`config.mk`:
```
export PLATFORM = sky130hd
export DESIGN_NAME = gshare_mt
export DESIGN_NICKNAME = d
export VERILOG_FILES = /design/src/rtl/gshare_mt.sv
export SDC_FILE = /design/constraint.sdc
export NUM_CORES = 1
export LEC_CHECK = 0
export CAP_MARGIN = 5
export CORE_MARGIN = 2
export CORE_UTILIZATION = 55
export CTS_CLUSTER_SIZE = 8
export DETAILED_ROUTE_END_ITERATION = 8
export MAX_ROUTING_LAYER = met4
export PLACE_DENSITY_LB_ADDON = 0.1
export SETUP_SLACK_MARGIN = 0.2
export SYNTH_ARGS = -nofsm -noshare
export SYNTH_HDL_FRONTEND = slang
export SYNTH_SLANG_ARGS = --single-unit
```
`constraint.sdc`:
```
create_clock -name clk -period 4.2 [get_ports clk]
set_input_delay 0.84 -clock clk [delete_from_list [all_inputs] [get_ports clk]]
set_output_delay 0.84 -clock clk [all_outputs]
set_load 0.05 [all_outputs]
```
`src/rtl/gshare_mt.sv`:
```
// gshare_mt: multi-thread gshare branch direction predictor.
// One shared PHT of saturating counters, one global history per thread,
// and a self-timed sequential PHT clear.
module gshare_mt #(
  parameter int unsigned PC_W    = 7,
  parameter int unsigned HIST_W  = 7,
  parameter int unsigned CTR_W   = 2,
  parameter int unsigned THREADS = 2,
  localparam int unsigned TID_W  = (THREADS > 1) ? $clog2(THREADS) : 1
) (
  input  logic              clk,
  input  logic              areset_n,
  input  logic              predict_valid,
  input  logic [TID_W-1:0]  predict_tid,
  input  logic [PC_W-1:0]   predict_pc,
  output logic              predict_taken,
  output logic [HIST_W-1:0] predict_history,
  input  logic              train_valid,
  input  logic [TID_W-1:0]  train_tid,
  input  logic              train_taken,
  input  logic              train_mispredicted,
  input  logic [HIST_W-1:0] train_history,
  input  logic [PC_W-1:0]   train_pc,
  input  logic              clear_req,
  output logic              busy
);

  localparam int unsigned       ENTRIES = 1 << PC_W;
  localparam logic [CTR_W-1:0]  WNT     = {1'b0, {(CTR_W-1){1'b1}}};
  localparam logic [CTR_W-1:0]  CTR_MAX = '1;
  localparam logic [CTR_W-1:0]  CTR_MIN = '0;

  typedef enum logic {IDLE, CLEAR} state_t;

  state_t            state, state_nxt;
  logic [PC_W-1:0]   ptr;
  logic [CTR_W-1:0]  pht  [ENTRIES];
  logic [HIST_W-1:0] hist [THREADS];

  logic [HIST_W-1:0] pred_hist;
  logic [PC_W-1:0]   pred_idx;
  logic [CTR_W-1:0]  pred_ctr;
  logic [PC_W-1:0]   tr_idx;
  logic [CTR_W-1:0]  tr_ctr;
  logic [CTR_W-1:0]  tr_ctr_nxt;
  logic              start_clear;

  // Index: history XORed into the low bits, upper PC bits pass through.
  function automatic logic [PC_W-1:0] idx_of(input logic [PC_W-1:0]   pc,
                                             input logic [HIST_W-1:0] h);
    logic [PC_W-1:0] ext;
    ext = '0;
    ext[HIST_W-1:0] = h;
    return pc ^ ext;
  endfunction

  // Select the requesting thread's history (loop keeps non-power-of-two safe).
  always_comb begin
    pred_hist = '0;
    for (int unsigned t = 0; t < THREADS; t++) begin
      if (predict_tid == TID_W'(t)) pred_hist = hist[t];
    end
  end

  assign pred_idx        = idx_of(predict_pc, pred_hist);
  assign pred_ctr        = pht[pred_idx];
  assign predict_history = pred_hist;
  assign predict_taken   = (state == IDLE) && pred_ctr[CTR_W-1];
  assign busy            = (state == CLEAR);

  // Saturating counter update for the resolved branch.
  always_comb begin
    tr_idx     = idx_of(train_pc, train_history);
    tr_ctr     = pht[tr_idx];
    tr_ctr_nxt = tr_ctr;
    if (train_taken) begin
      if (tr_ctr != CTR_MAX) tr_ctr_nxt = tr_ctr + 1'b1;
    end else begin
      if (tr_ctr != CTR_MIN) tr_ctr_nxt = tr_ctr - 1'b1;
    end
  end

  // Clear FSM next-state: leave CLEAR after the last entry is written.
  always_comb begin
    state_nxt   = state;
    start_clear = 1'b0;
    case (state)
      IDLE: begin
        if (clear_req) begin
          state_nxt   = CLEAR;
          start_clear = 1'b1;
        end
      end
      CLEAR: begin
        if (ptr == '1) state_nxt = IDLE;
      end
      default: state_nxt = IDLE;
    endcase
  end

  // Clear FSM state and sweep pointer.
  always_ff @(posedge clk or negedge areset_n) begin
    if (!areset_n) begin
      state <= IDLE;
      ptr   <= '0;
    end else begin
      state <= state_nxt;
      if (start_clear)          ptr <= '0;
      else if (state == CLEAR)  ptr <= ptr + 1'b1;
    end
  end

  // Per-thread history: mispredict recovery beats the speculative shift.
  always_ff @(posedge clk or negedge areset_n) begin
    if (!areset_n) begin
      for (int unsigned t = 0; t < THREADS; t++) hist[t] <= '0;
    end else if (start_clear) begin
      for (int unsigned t = 0; t < THREADS; t++) hist[t] <= '0;
    end else if (state == IDLE) begin
      for (int unsigned t = 0; t < THREADS; t++) begin
        if (train_valid && train_mispredicted && (train_tid == TID_W'(t)))
          hist[t] <= HIST_W'({train_history, train_taken});
        else if (predict_valid && (predict_tid == TID_W'(t)))
          hist[t] <= HIST_W'({hist[t], predict_taken});
      end
    end
  end

  // PHT: clear sweep owns the table while busy, otherwise train updates.
  always_ff @(posedge clk or negedge areset_n) begin
    if (!areset_n) begin
      for (int unsigned i = 0; i < ENTRIES; i++) pht[i] <= WNT;
    end else if (state == CLEAR) begin
      pht[ptr] <= WNT;
    end else if (train_valid) begin
      pht[tr_idx] <= tr_ctr_nxt;
    end
  end

endmodule

```
==> impl_metrics.toml <==
[status]
outcome = "finished with violations"
failed_checks = "negative setup slack"

[clocking]
clock-root-buffer = "clkbuf_16"
cts.reportedPaths.clkPinSlew_ns = 0.05
number_of_buffers_between_clock_root_and_the_deepest_sink = 3
tritoncts = "yes"
htree_levels = 2
cts_made_buffers = 40
clk_lat_worst_skew_ns = 0.56
postCtsHoldBufs = 0
cts.sinks = 278

[global_routing]
grt_first_pass_wirelength_mm = 103
groute.usage.overall = 0.460
grt_max_degree = 114
remaining_global_route_overflow = 0
grt_antenna_before_repair = 2
first_global_vias = 16400

[floorplan]
io_pins = 39
core_area_um2 = 29600
floorplan.die_area_um2 = 31500
die_height_um = 178
rows = 63
initial_core_util = 0.559
floorplan.die.width_um = 178

[cells_and_area]
num-nets-final = 2068
area.growth.synth_to_final_pct = 22.0
proportion_of_layout_cells_with_a_drive_suffix_above_1 = 0.244

[worst_setup_path]
critPathKind = "in2out"
crit_buf_inv = 7
critical_path.endpoint_type = "output pin"
path_cells = "buf_8, buf_4, mux2i_2, xnor2_1, buf_4, buf_4, nand2_1, buf_4, a31oi_2, nor3_2, buf_4, a22oi_2, a41oi_4, buf_12"
cp_data_required_time_ns = 3.36
cpPeakStageDelay_ns = 0.32
critical_path.startpoint_type = "input pin"
worstPathArrival_ns = 3.46
cp_common_cell = "buf_4"
cp_top_family = "buffers and inverters"
crit_path_max_fanout = 6
slowest_stage = "mux2i_2"

[yosys]
ys_types = 67
flops_latches_synth = 278
synth_top_cells_by_area = "dfrtp_1, dfstp_2, a21oi_1"
synthCells = 1888
syn_avg_cell_area_um2 = 8.78
netlist_area_um2 = 16600
area_share_of_the_largest_cell_type_after_synthesis = 0.227
synth_area_leader_cell = "dfrtp_1"
yosysWarnings = 0
synth-async-reset-ratio = 1.00
synthFlopType = "dfrtp_1"
synth_nets = 1919
synth_commonest_cells = "nor2_1, a21oi_1, nand2_1"
register_area_share_after_synthesis = 0.429
synth_enable_flop_cells = 0
yosysMostFrequentCell = "nor2_1"

[pwr]
irDropWorstVdd_mv = 0.386
power_mw = 10.4
p_per_area_nw_per_um2 = 517
cellLeakagePower_nw = 8.07

[job]
number_of_max_cap_violations = 0

[timing]
final-hold-violation-count = 0
maxSlewViolCount = 0
fin_crit_sh = 1.02
finalCriticalPeriod_ns = 4.30
number_of_failing_setup_endpoints_in_the_final_timing_report = 1
post-route-worst-setup-slack_ns = -0.0956
clock_skew_ns = 0.0299
worst_slew_pin_slew_ns = 1.02
max_freq_mhz = 233
grt_setup_unrepaired = "true"
timing.max_slew.rel_slack = 0.319

[routing]
post-route-drc-count = 0
first_pass_iters = 6
drt.antenna.violating_nets = 0
drt_first_iter_violations = 2353
num_vias = 17100
post_drt_wl_per_cell_um = 28.4
routed_via_density = 6.97
routed_wirelength_mm = 69.9

[hold_path]
min_path_type = "in2async"

[place]
gp_congestion = 1.07
place_hpwl_mm = 46.9
post-place-ws_ns = -0.727
port_buffers = 38
-- report_power, final --
| group | switching, mW | internal (mW) |
|---|---|---|
| sequential | 0.430 | 3.59 |
| combinational | 2.15 | 1.18 |
| clock | 1.24 | 1.85 |
-- placed cells by master (no fill, tap or decap), types with 8 or more instances in the layout --
master           instances
clkbuf_16               43
a21oi_1                271
clkbuf_1                28
buf_4                  182
nand3_1                 30
inv_1                   10
xor2_1                  10
clkdlybuf4s50_1         29
nand2_1                176
a221oi_1                28
a31oi_1                  8
mux2_2                  21
nor2_1                 334
mux4_2                  36
dfstp_2                128
buf_12                  30
a22oi_1                 16
nor3_1                 152
o2111ai_1               14
o21ai_0                 18
o211ai_1                19
xnor2_1                 10
nor2b_1                  9
a22o_1                   8
mux2i_1                 67
dfrtp_1                149
o22ai_1                104
-- path summary, 6_finish.rpt --
| kind | slack (ns) | start | endpoint | cells past startpoint |
|---|---|---|---|---|
| worst max-delay path | -0.1 | predict_tid | predict_taken | 14 |
| worst max register to register | 1.20 | hist[7]$_DFFE_PN0P_ | hist[7]$_DFFE_PN0P_ | 14 |
| min in group clk | 0.51 | hist[5]$_DFFE_PN0P_ | hist[5]$_DFFE_PN0P_ | 2 |
| worst min-delay path | 0.36 | areset_n | hist[12]$_DFFE_PN0P_ | 1 |
| max in group asynchronous | 2.84 | areset_n | pht[100]$_DFFE_PN1P_ | 2 |
| worst min register to register | 0.51 | hist[5]$_DFFE_PN0P_ | hist[5]$_DFFE_PN0P_ | 2 |
-- timing repair --
action,4_1_cts,5_1_grt
resized for setup,29,24
buffers inserted,1,12
endpoints found under the setup margin,30,254
gates cloned,1,1
pin swaps,6,10
-- routing by layer --
layer	GRT usage	vias up	share of wire	routed length [um]
met1	0.597	8230	0.37	26000
met2	0.654	1363	0.43	30000
met4	0.252	0	0.066	4640
li1	-	7212	-	-
met3	0.124	344	0.13	9210
met5	-	-	0	0
-- stage by stage --
stage / instance area [um2] / utilization / setup TNS [ns] / instances / hold WS (ns)
global route: 20200 / 0.682 / -0.0771 / 2458 / 0.418
CTS: 20000 / 0.673 / -0.0662 / 2443 / 0.415
detailed placement: 18700 / 0.630 / -73.93 / 2370 / 0.498
floorplan: 16600 / - / -0.0169 / 1888 / 0.449
global placement: 18700 / 0.630 / -85.68 / 2370 / 0.471
finish: 20200 / 0.682 / -0.0956 / 2459 / 0.357
-- cell type report --
cell class,count,area [um2]
Inverter,10,37.5
Tap cell,390,488
Fill cell,2403,9420
Antenna cell,3,7.51
Timing Repair Buffer,254,2440
Clock inverter,1,16.3
Sequential cell,278,7120
Multi-Input combinational cell,1453,8960
Clock buffer,70,1160
-- kinds of logic after synthesis --
logic type                 count (synthesis)  share of synthesized area
DFF                                      278                      0.429
buffers and inverters                    157                     0.0492
and+or+nand+nor                          743                      0.191
AOI/OAI and AO/OA                        546                      0.202
xor gates and xnor gates                  29                     0.0167
adders and majority gates                  2                    0.00143
muxes                                    133                      0.110
-- flip-flops by register name (all words and copies together), names as in the netlist --
signal	cells
hist	14
busy	1
pht	256
ptr	7
No activity file was read; power rests on OpenSTA's default activity.
